<file path="src/rtl/scoreboard_controller.sv">
// Score/display sequencer for a two-player scoreboard: holds both scores, detects the
// winner and schedules the shared display (alternate, hold-on-change, winner lock).
module scoreboard_controller #(
  parameter int unsigned WIN_SCORE   = 11,
  parameter int unsigned DISP_PERIOD = 1000,
  parameter int unsigned HOLD_CYCLES = 2000
) (
  input  logic       clk_1khz,
  input  logic       rst,
  input  logic       up_a_i,
  input  logic       down_a_i,
  input  logic       up_b_i,
  input  logic       down_b_i,
  output logic [6:0] score_a_o,
  output logic [6:0] score_b_o,
  output logic       disp_sel_o,
  output logic [6:0] disp_value_o,
  output logic       game_over_o,
  output logic       winner_o
);

  localparam int unsigned PerW  = (DISP_PERIOD > 1) ? $clog2(DISP_PERIOD) : 1;
  localparam int unsigned HoldW = (HOLD_CYCLES > 1) ? $clog2(HOLD_CYCLES) : 1;
  localparam logic [PerW-1:0]  PerMax   = PerW'(DISP_PERIOD - 1);
  localparam logic [HoldW-1:0] HoldMax  = HoldW'(HOLD_CYCLES - 1);
  localparam logic [6:0]       WinScore = 7'(WIN_SCORE);

  typedef enum logic [1:0] {StAlternate, StHoldA, StHoldB, StGameOver} state_e;

  state_e state_q, state_d;

  logic [6:0]       score_a_q, score_a_d;
  logic [6:0]       score_b_q, score_b_d;
  logic             disp_sel_q, disp_sel_d;
  logic             winner_q, winner_d;
  logic [PerW-1:0]  per_cnt_q, per_cnt_d;
  logic [HoldW-1:0] hold_cnt_q, hold_cnt_d;

  logic playing;
  logic inc_a, dec_a, win_a, chg_a;
  logic inc_b_raw, win_b_raw;
  logic inc_b, dec_b, win_b, chg_b;
  logic restart;
  logic per_done, hold_done, in_hold;

  // Event decode: up+down together cancels, down at zero is dropped.
  always_comb begin
    playing   = (state_q != StGameOver);
    inc_a     = playing & up_a_i & ~down_a_i;
    dec_a     = playing & down_a_i & ~up_a_i & (score_a_q != 7'd0);
    win_a     = inc_a & ((score_a_q + 7'd1) == WinScore);
    inc_b_raw = playing & up_b_i & ~down_b_i;
    win_b_raw = inc_b_raw & ((score_b_q + 7'd1) == WinScore);
    // A simultaneous double win goes to A; B's winning point is discarded.
    inc_b     = inc_b_raw & ~(win_a & win_b_raw);
    win_b     = win_b_raw & ~win_a;
    dec_b     = playing & down_b_i & ~up_b_i & (score_b_q != 7'd0);
    chg_a     = inc_a | dec_a;
    chg_b     = inc_b | dec_b;
    restart   = ~playing & down_a_i & down_b_i;
    per_done  = (per_cnt_q == PerMax);
    hold_done = (hold_cnt_q == HoldMax);
    in_hold   = (state_q == StHoldA) || (state_q == StHoldB);
  end

  // State register
  always_ff @(posedge clk_1khz) begin
    if (rst) begin
      state_q <= StAlternate;
    end else begin
      state_q <= state_d;
    end
  end

  // Next-state logic
  always_comb begin
    state_d = state_q;
    case (state_q)
      StAlternate, StHoldA, StHoldB: begin
        if (win_a || win_b) begin
          state_d = StGameOver;
        end else if (chg_a) begin
          state_d = StHoldA;
        end else if (chg_b) begin
          state_d = StHoldB;
        end else if (in_hold && hold_done) begin
          state_d = StAlternate;
        end
      end
      StGameOver: begin
        if (restart) begin
          state_d = StAlternate;
        end
      end
      default: state_d = StAlternate;
    endcase
  end

  // Datapath next-state: scores, winner, display owner and timers
  always_comb begin
    score_a_d  = score_a_q;
    score_b_d  = score_b_q;
    winner_d   = winner_q;
    disp_sel_d = disp_sel_q;
    per_cnt_d  = '0;
    hold_cnt_d = '0;

    if (restart) begin
      score_a_d  = 7'd0;
      score_b_d  = 7'd0;
      winner_d   = 1'b0;
      disp_sel_d = 1'b0;
    end else begin
      if (inc_a) begin
        score_a_d = score_a_q + 7'd1;
      end else if (dec_a) begin
        score_a_d = score_a_q - 7'd1;
      end
      if (inc_b) begin
        score_b_d = score_b_q + 7'd1;
      end else if (dec_b) begin
        score_b_d = score_b_q - 7'd1;
      end

      if (win_a) begin
        winner_d = 1'b0;
      end else if (win_b) begin
        winner_d = 1'b1;
      end

      // Winner locks the display; otherwise the latest change owns it.
      if (win_a) begin
        disp_sel_d = 1'b0;
      end else if (win_b) begin
        disp_sel_d = 1'b1;
      end else if (chg_a) begin
        disp_sel_d = 1'b0;
      end else if (chg_b) begin
        disp_sel_d = 1'b1;
      end else if ((state_q == StAlternate) && per_done) begin
        disp_sel_d = ~disp_sel_q;
      end
    end

    if ((state_q == StAlternate) && (state_d == StAlternate) && !per_done) begin
      per_cnt_d = per_cnt_q + PerW'(1);
    end

    if (in_hold && (state_d == state_q) && !chg_a && !chg_b) begin
      hold_cnt_d = hold_cnt_q + HoldW'(1);
    end
  end

  always_ff @(posedge clk_1khz) begin
    if (rst) begin
      score_a_q  <= 7'd0;
      score_b_q  <= 7'd0;
      winner_q   <= 1'b0;
      disp_sel_q <= 1'b0;
      per_cnt_q  <= '0;
      hold_cnt_q <= '0;
    end else begin
      score_a_q  <= score_a_d;
      score_b_q  <= score_b_d;
      winner_q   <= winner_d;
      disp_sel_q <= disp_sel_d;
      per_cnt_q  <= per_cnt_d;
      hold_cnt_q <= hold_cnt_d;
    end
  end

  // Outputs
  always_comb begin
    score_a_o    = score_a_q;
    score_b_o    = score_b_q;
    disp_sel_o   = disp_sel_q;
    disp_value_o = disp_sel_q ? score_b_q : score_a_q;
    game_over_o  = (state_q == StGameOver);
    winner_o     = winner_q;
  end

endmodule

</file>
<file path="config.mk">
export PLATFORM = sky130hd
export DESIGN_NAME = scoreboard_controller
export DESIGN_NICKNAME = d
export VERILOG_FILES = /design/src/rtl/scoreboard_controller.sv
export SDC_FILE = /design/constraint.sdc
export NUM_CORES = 1
export LEC_CHECK = 0
export ABC_AREA = 1
export CAP_MARGIN = 10
export CORE_ASPECT_RATIO = 0.5
export CORE_MARGIN = 5
export CORE_UTILIZATION = 60
export DETAILED_ROUTE_END_ITERATION = 16
export GPL_ROUTABILITY_DRIVEN = 0
export PLACE_DENSITY = 0.94
export SLEW_MARGIN = 40
export SYNTH_ARGS = -nofsm -noshare
export SYNTH_HDL_FRONTEND = slang
export SYNTH_SLANG_ARGS = --single-unit
</file>
<file path="constraint.sdc">
create_clock -name clk_1khz -period 3.5 [get_ports clk_1khz]
set_clock_uncertainty 0.15 [all_clocks]
set_input_delay 0.7 -clock clk_1khz [delete_from_list [all_inputs] [get_ports clk_1khz]]
set_output_delay 0.7 -clock clk_1khz [all_outputs]
set_load 0.01 [all_outputs]
</file>
==> results of run 1 <==
## through the flow
stage	worst slack, ns	total power, mW	hold WS [ns]
after CTS	0.574	1.25	0.310
final	0.515	1.26	0.311
after global routing	0.365	1.33	0.359
after global placement	0.250	0.930	0.282
after floorplan	1.14	0.799	0.267
after detailed placement	0.281	0.946	0.297
## registers in the layout, summed over array words and instances, names as in the netlist
signal and flops:
state_q 2, score_b_o 7, winner_o 1, score_a_o 7
per_cnt_q 10, hold_cnt_q 11, disp_sel_o 1
## cell families (layout without fill, tap and decap cells)
logic type,after synthesis,count (layout)
simple gates,179,179
compound gates,47,47
flops,39,39
xor+xnor,25,25
buf+inv,60,89
fa+ha+maj,12,12
## cells in the final DEF (no fill, tap or decap)
master / count
o21ai_2: 1
o211ai_1: 3
clkdlybuf4s50_1: 29
nand4_1: 6
nor3_2: 10
nand3_2: 3
dfxtp_1: 39
nor3_4: 1
nor4_1: 2
a21oi_1: 13
a211oi_1: 2
xor2_1: 15
clkbuf_8: 5
inv_1: 48
nand2_1: 72
clkbuf_1: 1
a31oi_1: 2
nand3_1: 28
nor3b_1: 1
nor2_1: 27
nand2_4: 1
clkinv_2: 2
nand2_2: 5
a2111oi_0: 1
nor2_2: 13
ha_1: 12
clkinvlp_4: 1
nor3_1: 7
and2_2: 1
buf_4: 1
nor2_4: 1
and2_1: 1
o21ai_0: 25
xnor2_1: 10
inv_2: 2
## area by class of cell
| type | count | area, sq um | area share |
|---|---|---|---|
| Clock buffer | 6 | 72.6 | 0.0246 |
| Clock inverter | 2 | 12.5 | 0.00424 |
| Inverter | 51 | 193 | 0.0653 |
| Multi-Input combinational cell | 263 | 1530 | 0.517 |
| Sequential cell | 39 | 781 | 0.265 |
| Tap cell | 54 | 67.6 | 0.0229 |
| Timing Repair Buffer | 30 | 298 | 0.101 |
## power by group through the flow
| stage | clock [mW] | combinational (mW) | sequential (mW) |
|---|---|---|---|
| global route | 0.326 | 0.458 | 0.544 |
| CTS | 0.304 | 0.408 | 0.533 |
| detailed placement | 0 | 0.403 | 0.543 |
| finish | 0.306 | 0.415 | 0.536 |
| global placement | 0 | 0.389 | 0.541 |
| floorplan | 0 | 0.270 | 0.529 |
## synth_stat cells, drive strengths merged
cell type and count:
nand2 78, inv 50, nor2 41, dfxtp 39, nand3 31, o21ai 26
nor3 18, xor2 15, a21oi 13, ha 12, xnor2 10, buf 7
nand4 6, o211ai 3, a211oi 2, a31oi 2, and2 2, clkbuf 2
nor4 2, a2111oi 1, clkinv 1, nor3b 1
## worst max path at each step
stage          cells after the start      from       endpoint
6_report                          15  down_a_i  hold_cnt_q[0]
3_5_place_dp                      15  down_a_i  hold_cnt_q[0]
3_3_place_gp                      13  down_a_i     state_q[1]
2_1_floorplan                     15  down_a_i  hold_cnt_q[2]
5_1_grt                           15  down_a_i  hold_cnt_q[0]
4_1_cts                           15  down_a_i  hold_cnt_q[0]
## metal layers
| layer | routed length, microns | share of wire | track usage | vias up |
|---|---|---|---|---|
| met5 | 0 | 0 | 0 | - |
| met4 | 190 | 0.030 | 0.103 | 0 |
| met3 | 565 | 0.088 | 0.0613 | 23 |
| met2 | 3050 | 0.47 | 0.389 | 143 |
| met1 | 2640 | 0.41 | 0.293 | 1156 |
| li1 | - | - | - | 1214 |
## worst max-delay path: cells and delay by family
family | cells | cell delay (ns)
AND/OR/NAND/NOR | 14 | 1.81
buffers and inverters | 1 | 0.50
==> key figures, run 1 <==
Status
  – Outcome: completed

Final layout
  – Finished Core Util: 0.737
  – Fin nets: 408
  – # diodes: 0
  – Layout cells sized above 1: 0.120
  – Fillers: 271
  – Fin cells: 445
  – Final Instance Area: 2950 sq um
  – Synthesis-to-finish area growth: 15.8%

Yosys
  – Synth Area in Adders: 0.0589
  – Sequential area share after synthesis: 0.306
  – Yosys cell types: 34
  – Largest cells by area after synthesis: dfxtp_1 (31%), nand2_1 (11%), inv_1 (7.1%)
  – Cell count after synthesis: 362
  – Post-synthesis simple-gate area fraction: 0.353
  – Yosys top cell by area: dfxtp_1
  – Largest family of logic cells by synthesized area: simple AND/OR/NAND/NOR gates
  – Multiplexer area fraction after synthesis: 0
  – Synth top area share: 0.306
  – Mapped cell area: 2550 sq um
  – Mapped Nets: 380
  – Yosys reg bits: 39
  – Syn Area/Cell: 7.04 sq um
  – Synth Warn #: 0
  – Post-synthesis compound-gate area fraction: 0.0997
  – Xor-xnor portion of the synthesized cell area: 0.0860

Power
  – Pwr dens: 426 nW/um^2
  – Static leakage: 1.13 nW
  – Clock power frac: 0.243
  – Comb pwr share: 0.330
  – Switching portion of total power: 0.375
  – Reg power frac: 0.426
  – Switching pwr: 0.471 mW
  – P_int: 0.786 mW
  – Max IR drop VDD: 0.191 mV

Global routing
  – Vias in the first global route: 2,473
  – First-pass GRT wire length: 11.1 mm
  – GR Overflow Total: 0
  – Largest net degree at the start of global routing: 17
  – GRT Total Usage: 0.238
  – Initial antenna violation count: 0

Clock network
  – Worst skew pair latency: 0.29 ns
  – Clock-pin transition on the worst setup and hold timing paths: 0.08 ns
  – Clock root cell: clkbuf_8
  – Htree depth: 2
  – Post-CTS Setup Repair Bufs: 0
  – Sink Count: 39
  – Clk buf depth: 2
  – Num CTS Buffers: 5
  – CTS Hold Buffers Added: 0
  – CTS tree: yes
  – Post-CTS Resized: 0

STA
  – Max Clk Rate: 335 MHz
  – Final setup TNS: 0 ns
  – Worst slew margin: 0.543
  – Unrepaired setup endpoints after global routing: false
  – Period utilization: 0.853
  – # setup viols final: 0
  – Final Hold Fails: 0
  – Actual slew at the worst max-slew pin: 0.686 ns
  – Max Slew Vio Count: 0
  – Min Tclk post-route: 2.99 ns

Place
  – Post-DP HPWL: 4.66 mm
  – Post-DP Area: 2870 sq um
  – Dpl cells: 437
  – Count of input and output buffers: 29

Floorplan
  – Core area: 4000 sq um
  – I/O pins: 30
  – Die height: 56.1 microns
  – Die Area: 5730 sq um
  – Rows: 16
  – Initial Utilization: 0.636
  – Chip width: 102 microns

Job
  – Max-cap violations: 0

Worst setup path
  – Critical path fanouts, max: 11
  – Arr. time, crit path: 3.02 ns
  – Reg2Reg Capture Point: hold_cnt_q[0]
  – R2R depth: 15
  – Reg2Reg Setup Slack: 0.72 ns
  – Most common cell on crit path: nand2_1
  – Type of the worst setup path: in2reg
  – Worst path cell trace: clkdlybuf4s50_1 > nor3_4 > nand2_2 > nor2_2 > nand2_1 > nor2_2 > nand2_2 > nand2_4 > nand3_1 > nand2_1 > nand2_1 > nand2_1 > nand3_1 > nand2_2 > nor2_1
  – Crit path required time: 3.53 ns
  – Critical Path Source Type: primary input
  – Slowest cell on crit path: clkdlybuf4s50_1
  – Kind of end point of the critical path: flip-flop
  – Worst flop-to-flop path startpoint: state_q[0]
  – Slowest stage delay, CP: 0.50 ns

Min path
  – Min-delay worst type: reg2reg
  – Worst hold path stage count: 1
  – Worst Hold Launch: hold_cnt_q[0]
  – Worst Hold End: hold_cnt_q[0]

Route
  – DRC: 0
  – Iter 0 DRT Violations: 159
  – WL/cell: 14.5 microns
  – Post-DRT Antenna Nets: 0
  – DRT Wirelength: 6.44 mm
  – Vias: 2,536
  – TritonRoute pass-1 iters: 5
  – Vias/cell: 5.70
(Power assumes the default switching activity.)
==> run 2, diff against run 1 <==
Settings changed: ABC_AREA 1 to unset.
==> key figures, run 2 <==
Status
  – Outcome: completed

Global routing
  – Initial antenna violation count: 0
  – Most Crowded Layer GR: met2
  – GR Util met3: 0.0551
  – Global Route met2 Usage: 0.349
  – GR Overflow Total: 0
  – GRT Total Usage: 0.214
  – Largest net degree at the start of global routing: 14
  – GR met1 Demand/Resource: 0.268
  – Vias in the first global route: 2,140
  – First-pass GRT wire length: 9.89 mm

Yosys
  – Multiplexer area fraction after synthesis: 0.0256
  – Mapped cell area: 2500 sq um
  – Largest family of logic cells by synthesized area: simple AND/OR/NAND/NOR gates
  – Post-synthesis compound-gate area fraction: 0.155
  – Asr flop ratio synth: 0
  – Cell count after synthesis: 302
  – Mapped Nets: 320
  – EDFF count, synth: 0
  – Yosys reg bits: 39
  – Commonest cells post-synth: nor2_1 (43), dfxtp_1 (39), nand2_1 (23)
  – Most frequent cell after synthesis: nor2_1
  – Syn Area/Cell: 8.27 sq um
  – Synth top area share: 0.313
  – Yosys top cell by area: dfxtp_1
  – Synth Warn #: 0
  – Synth Area in Adders: 0.0601
  – Sequential area share after synthesis: 0.313
  – Largest cells by area after synthesis: dfxtp_1 (31%), xnor2_1 (7.7%), nor2_1 (6.5%)
  – Synth Flop Type: dfxtp_1
  – Post-synthesis simple-gate area fraction: 0.292
  – Xor-xnor portion of the synthesized cell area: 0.102
  – Yosys cell types: 56

Clock network
  – Post-CTS Setup Repair Bufs: 0
  – Htree depth: 2
  – CTS Hold Buffers Added: 0
  – CTS tree: yes
  – Clock root cell: clkbuf_8
  – Clock-pin transition on the worst setup and hold timing paths: 0.09 ns
  – Sink Count: 39
  – Clk buf depth: 2
  – Num CTS Buffers: 5
  – Worst skew pair latency: 0.30 ns
  – Post-CTS Resized: 0

Worst setup path
  – Worst flop-to-flop path startpoint: score_a_o[0]
  – Critical Path Source Type: primary input
  – Type of the worst setup path: in2reg
  – Reg2Reg Capture Point: hold_cnt_q[7]
  – Arr. time, crit path: 2.90 ns
  – R2R depth: 9
  – Kind of end point of the critical path: flip-flop
  – Critical path fanouts, max: 8
  – Crit path required time: 3.52 ns
  – Reg2Reg Setup Slack: 0.76 ns

Final layout
  – Largest regs: hold_cnt_q: 11 flops, per_cnt_q: 10 flops
  – Biggest register: hold_cnt_q
  – Final Instance Area: 2880 sq um
  – Most frequent cells in the layout: nor2_1 (43), dfxtp_1 (39), clkdlybuf4s50_1 (29)
  – Commonest non-fill, non-tap cell in the layout: nor2_1
  – Synthesis-to-finish area growth: 15.3%
  – Layout cells sized above 1: 0.0793
  – Max FFs per register: 11
  – Fin nets: 346
  – # diodes: 0

Min path
  – Min-delay worst type: reg2reg
  – Worst hold path stage count: 1
  – Worst Hold Launch: per_cnt_q[0]
  – Worst Hold End: per_cnt_q[0]

STA
  – # setup viols final: 0
  – Unrepaired setup endpoints after global routing: false
  – Max Clk Rate: 347 MHz
  – Min Tclk post-route: 2.88 ns
  – Final Hold Fails: 0
  – Actual slew at the worst max-slew pin: 0.709 ns
  – Worst slew margin: 0.526
  – Period utilization: 0.823
  – Max Slew Vio Count: 0
  – Final setup TNS: 0 ns

Floorplan
  – Initial Utilization: 0.630
  – Core area: 3960 sq um
  – Chip width: 101 microns
  – I/O pins: 30
  – Die Area: 5630 sq um
  – Rows: 16
  – Die height: 55.6 microns

Power
  – Switching pwr: 0.717 mW
  – Switching portion of total power: 0.411
  – Max IR drop VDD: 0.334 mV
  – P_int: 1.03 mW
  – Pwr dens: 605 nW/um^2
  – Comb pwr share: 0.454
  – Static leakage: 1.02 nW
  – Clock power frac: 0.173
  – Reg power frac: 0.373

Route
  – DRT Wirelength: 6.05 mm
  – Post-DRT Antenna Nets: 0
  – Iter 0 DRT Violations: 233
  – DRC: 0
  – Vias/cell: 6.10
  – Vias: 2,329
  – WL/cell: 15.8 microns
  – TritonRoute pass-1 iters: 4

Place
  – Post-DP HPWL: 4.49 mm
  – Count of input and output buffers: 29
  – Post-DP Area: 2800 sq um

Job
  – Max-cap violations: 0
## run 2: changes by cell type in the layout (fill, tap and decap cells not counted), sizes merged, moves of 4 or more
cell	previous run	this run
xnor2	10	22
nand2b	0	4
and3	0	10
o21ai	26	13
inv	50	16
or3	0	4
xor2	15	7
nor3	18	5
nand2	78	23
nand3	31	19
## run 2: area by class of cell
cell class                      count  area (sq um)
Tap cell                           54          67.6
Clock buffer                        5          68.8
Sequential cell                    39           781
Inverter                           16          60.1
Fill cell                         289          1080
Timing Repair Buffer               31           305
Clock inverter                      2          13.8
Multi-Input combinational cell    235          1580
## run 2: through the flow
step / setup WS [ns] / cells / power [mW] / hold slack (ns) / utilization
2_1_floorplan: 1.12 / 302 / 1.15 / 0.263 / -
3_3_place_gp: 0.475 / 375 / 1.40 / 0.276 / 0.705
3_5_place_dp: 0.365 / 375 / 1.43 / 0.296 / 0.705
4_1_cts: 0.681 / 382 / 1.74 / 0.307 / 0.726
5_1_grt: 0.509 / 382 / 1.84 / 0.327 / 0.726
6_report: 0.620 / 382 / 1.74 / 0.301 / 0.726
## run 2: per-layer routing
layer  part of all wire  routed length, microns
met5                  0                       0
met3              0.070                     425
met4              0.023                     140
met2               0.47                    2830
met1               0.44                    2660
## run 2: cells by family (layout without fill, tap and decap cells)
| kind of cell | Yosys count | count (layout) |
|---|---|---|
| xor+xnor | 29 | 29 |
| buf+inv | 28 | 54 |
| mux | 6 | 6 |
| compound gates | 54 | 54 |
| fa+ha+maj | 12 | 12 |
| simple gates | 134 | 134 |
| flops | 39 | 39 |
## run 2: how the worst max path moves through the flow
stage	startpoint	end	slack [ns]	depth (start not counted)
3_3_place_gp	down_a_i	score_b_o[1]	0.48	7
4_1_cts	down_a_i	score_b_o[1]	0.68	7
6_report	down_a_i	score_b_o[1]	0.62	7
5_1_grt	down_a_i	score_b_o[1]	0.51	7
3_5_place_dp	down_a_i	score_b_o[1]	0.37	7
2_1_floorplan	down_a_i	score_b_o[1]	1.12	7
## run 2: worst max-delay path: stages
cell and delay [ns]:
clkdlybuf4s50_1 0.58, nor3b_4 0.40, and3_1 0.20, nand4_1 0.24
o31ai_4 0.43, mux2i_1 0.29, a211oi_2 0.05
## run 2: power groups by stage
stage	combinational, mW	sequential, mW	clock [mW]
after floorplan	0.548	0.604	0
after global placement	0.749	0.648	0
after detailed placement	0.776	0.654	0
after CTS	0.782	0.645	0.309
after global routing	0.852	0.660	0.326
final	0.791	0.649	0.302
==> run 3, diff against run 2 <==
Settings changed: CORE_UTILIZATION 60 to 50, PLACE_DENSITY 0.94 to 0.85.
Clock period 3.5 ns to 2.6 ns, I/O delays scaled along.
==> key figures, run 3 (synthesized netlist as in run 2, its figures left out) <==
STA
  – Actual slew at the worst max-slew pin: 0.529 ns
  – Min Tclk post-route: 2.52 ns
  – # setup viols final: 0
  – Worst hold slack: 0.300 ns
  – Setup ws final: 0.0786 ns
  – Unrepaired setup endpoints after global routing: false
  – Worst slew margin: 0.647
  – Max Clk Rate: 397 MHz
  – Final Hold Fails: 0
  – Period utilization: 0.970
  – Max Slew Vio Count: 0

Floorplan
  – Die Area: 6590 sq um
  – Die height: 60.0 microns
  – Core area: 4890 sq um
  – I/O pins: 30
  – Rows: 18
  – Chip width: 110 microns
  – Initial Utilization: 0.511

Worst setup path
  – Kind of end point of the critical path: output pin
  – Critical Path Source Type: flip-flop
  – Arr. time, crit path: 1.85 ns
  – Worst Path Buf+Inv: 2
  – Worst path cell trace: ha_2 > buf_4 > clkdlybuf4s50_1
  – Crit path required time: 1.93 ns
  – Slowest cell on crit path: clkdlybuf4s50_1
  – Top delay family on crit path: buffers and inverters
  – Critical path fanouts, max: 9
  – Type of the worst setup path: reg2out
  – Slowest stage delay, CP: 0.53 ns
  – Reg2Reg Setup Slack: 0.18 ns

Route
  – Post-DRT Antenna Nets: 0
  – Iter 0 DRT Violations: 176
  – DRT Wirelength: 6.36 mm
  – Vias/cell: 5.71
  – Vias: 2,414
  – TritonRoute pass-1 iters: 4
  – WL/cell: 15.0 microns
  – DRC: 0

Final layout
  – Layout cells sized above 1: 0.156
  – Max FFs per register: 11
  – Synthesis-to-finish area growth: 25.1%
  – Multi-input logic area: 1600 sq um
  – Most frequent cells in the layout: nor2_1 (43), dfxtp_1 (39), clkdlybuf4s50_1 (29)
  – Commonest non-fill, non-tap cell in the layout: nor2_1
  – Biggest register: hold_cnt_q
  – Fillers: 393
  – Register area: 781 sq um
  – Finished Core Util: 0.639
  – Final Instance Area: 3120 sq um
  – Fin nets: 371
  – # diodes: 0
  – Largest regs: hold_cnt_q: 11 flops, per_cnt_q: 10 flops

Job
  – Max-cap violations: 0

Power
  – Static leakage: 1.15 nW
  – Pwr dens: 822 nW/um^2
  – Max IR drop VDD: 0.311 mV

Status
  – Outcome: completed

Clock network
  – CTS Hold Buffers Added: 0
  – Htree depth: 2
  – Clock-pin transition on the worst setup and hold timing paths: 0.08 ns
  – Sink Count: 39
  – CTS tree: yes
  – Num CTS Buffers: 5
  – Clk buf depth: 2
  – Clock root cell: clkbuf_8
  – Worst skew pair latency: 0.29 ns

Global routing
  – First-pass GRT wire length: 10.7 mm
  – GRT Total Usage: 0.206
  – GR Overflow Total: 0
  – Initial antenna violation count: 0
  – Vias in the first global route: 2,314
  – Largest net degree at the start of global routing: 14

Place
  – Post-DP HPWL: 4.75 mm
  – Post-DP Area: 3000 sq um
  – Setup slack at placement: -0.112 ns
  – Count of input and output buffers: 29

Min path
  – Min-delay worst type: reg2reg
## run 3: layer usage
metal  up-vias  part of all wire  global-route usage
li1       1169                 -                   -
met1      1152              0.43               0.255
met2        81              0.49               0.364
met3        12             0.058              0.0421
met4         0             0.015              0.0657
met5         -                 0                   0
## run 3: metrics by stage
stage / std cells / power, mW / setup TNS [ns]
6_report: 423 / 2.57 / 0
5_1_grt: 423 / 2.72 / 0
4_1_cts: 423 / 2.55 / 0
3_5_place_dp: 416 / 2.04 / -0.889
3_3_place_gp: 416 / 2.00 / 0
2_1_floorplan: 302 / 1.55 / 0
## run 3: power breakdown
part	switching, mW	internal (mW)
Combinational	0.611	0.610
Sequential	0.160	0.684
Clock	0.222	0.281
## run 3: cell type report
type | count | area share
Clock inverter | 2 | 0.0120
Tap cell | 70 | 0.0280
Inverter | 16 | 0.0192
Sequential cell | 39 | 0.250
Clock buffer | 5 | 0.0220
Multi-Input combinational cell | 235 | 0.511
Timing Repair Buffer | 56 | 0.158
## run 3: what timing repair did
action	in CTS	in global routing
endpoints found under the setup margin	1	10
endpoints found under the hold margin	0	0
setup buffers	0	0
resized for setup	1	3
## run 3: worst paths after layout
check                 endpoint          from  depth (start not counted)
hold reg to reg   per_cnt_q[0]  per_cnt_q[0]                          1
hold / removal    per_cnt_q[0]  per_cnt_q[0]                          1
setup reg to reg  per_cnt_q[4]    state_q[0]                          9
setup / recovery   game_over_o    state_q[1]                          3
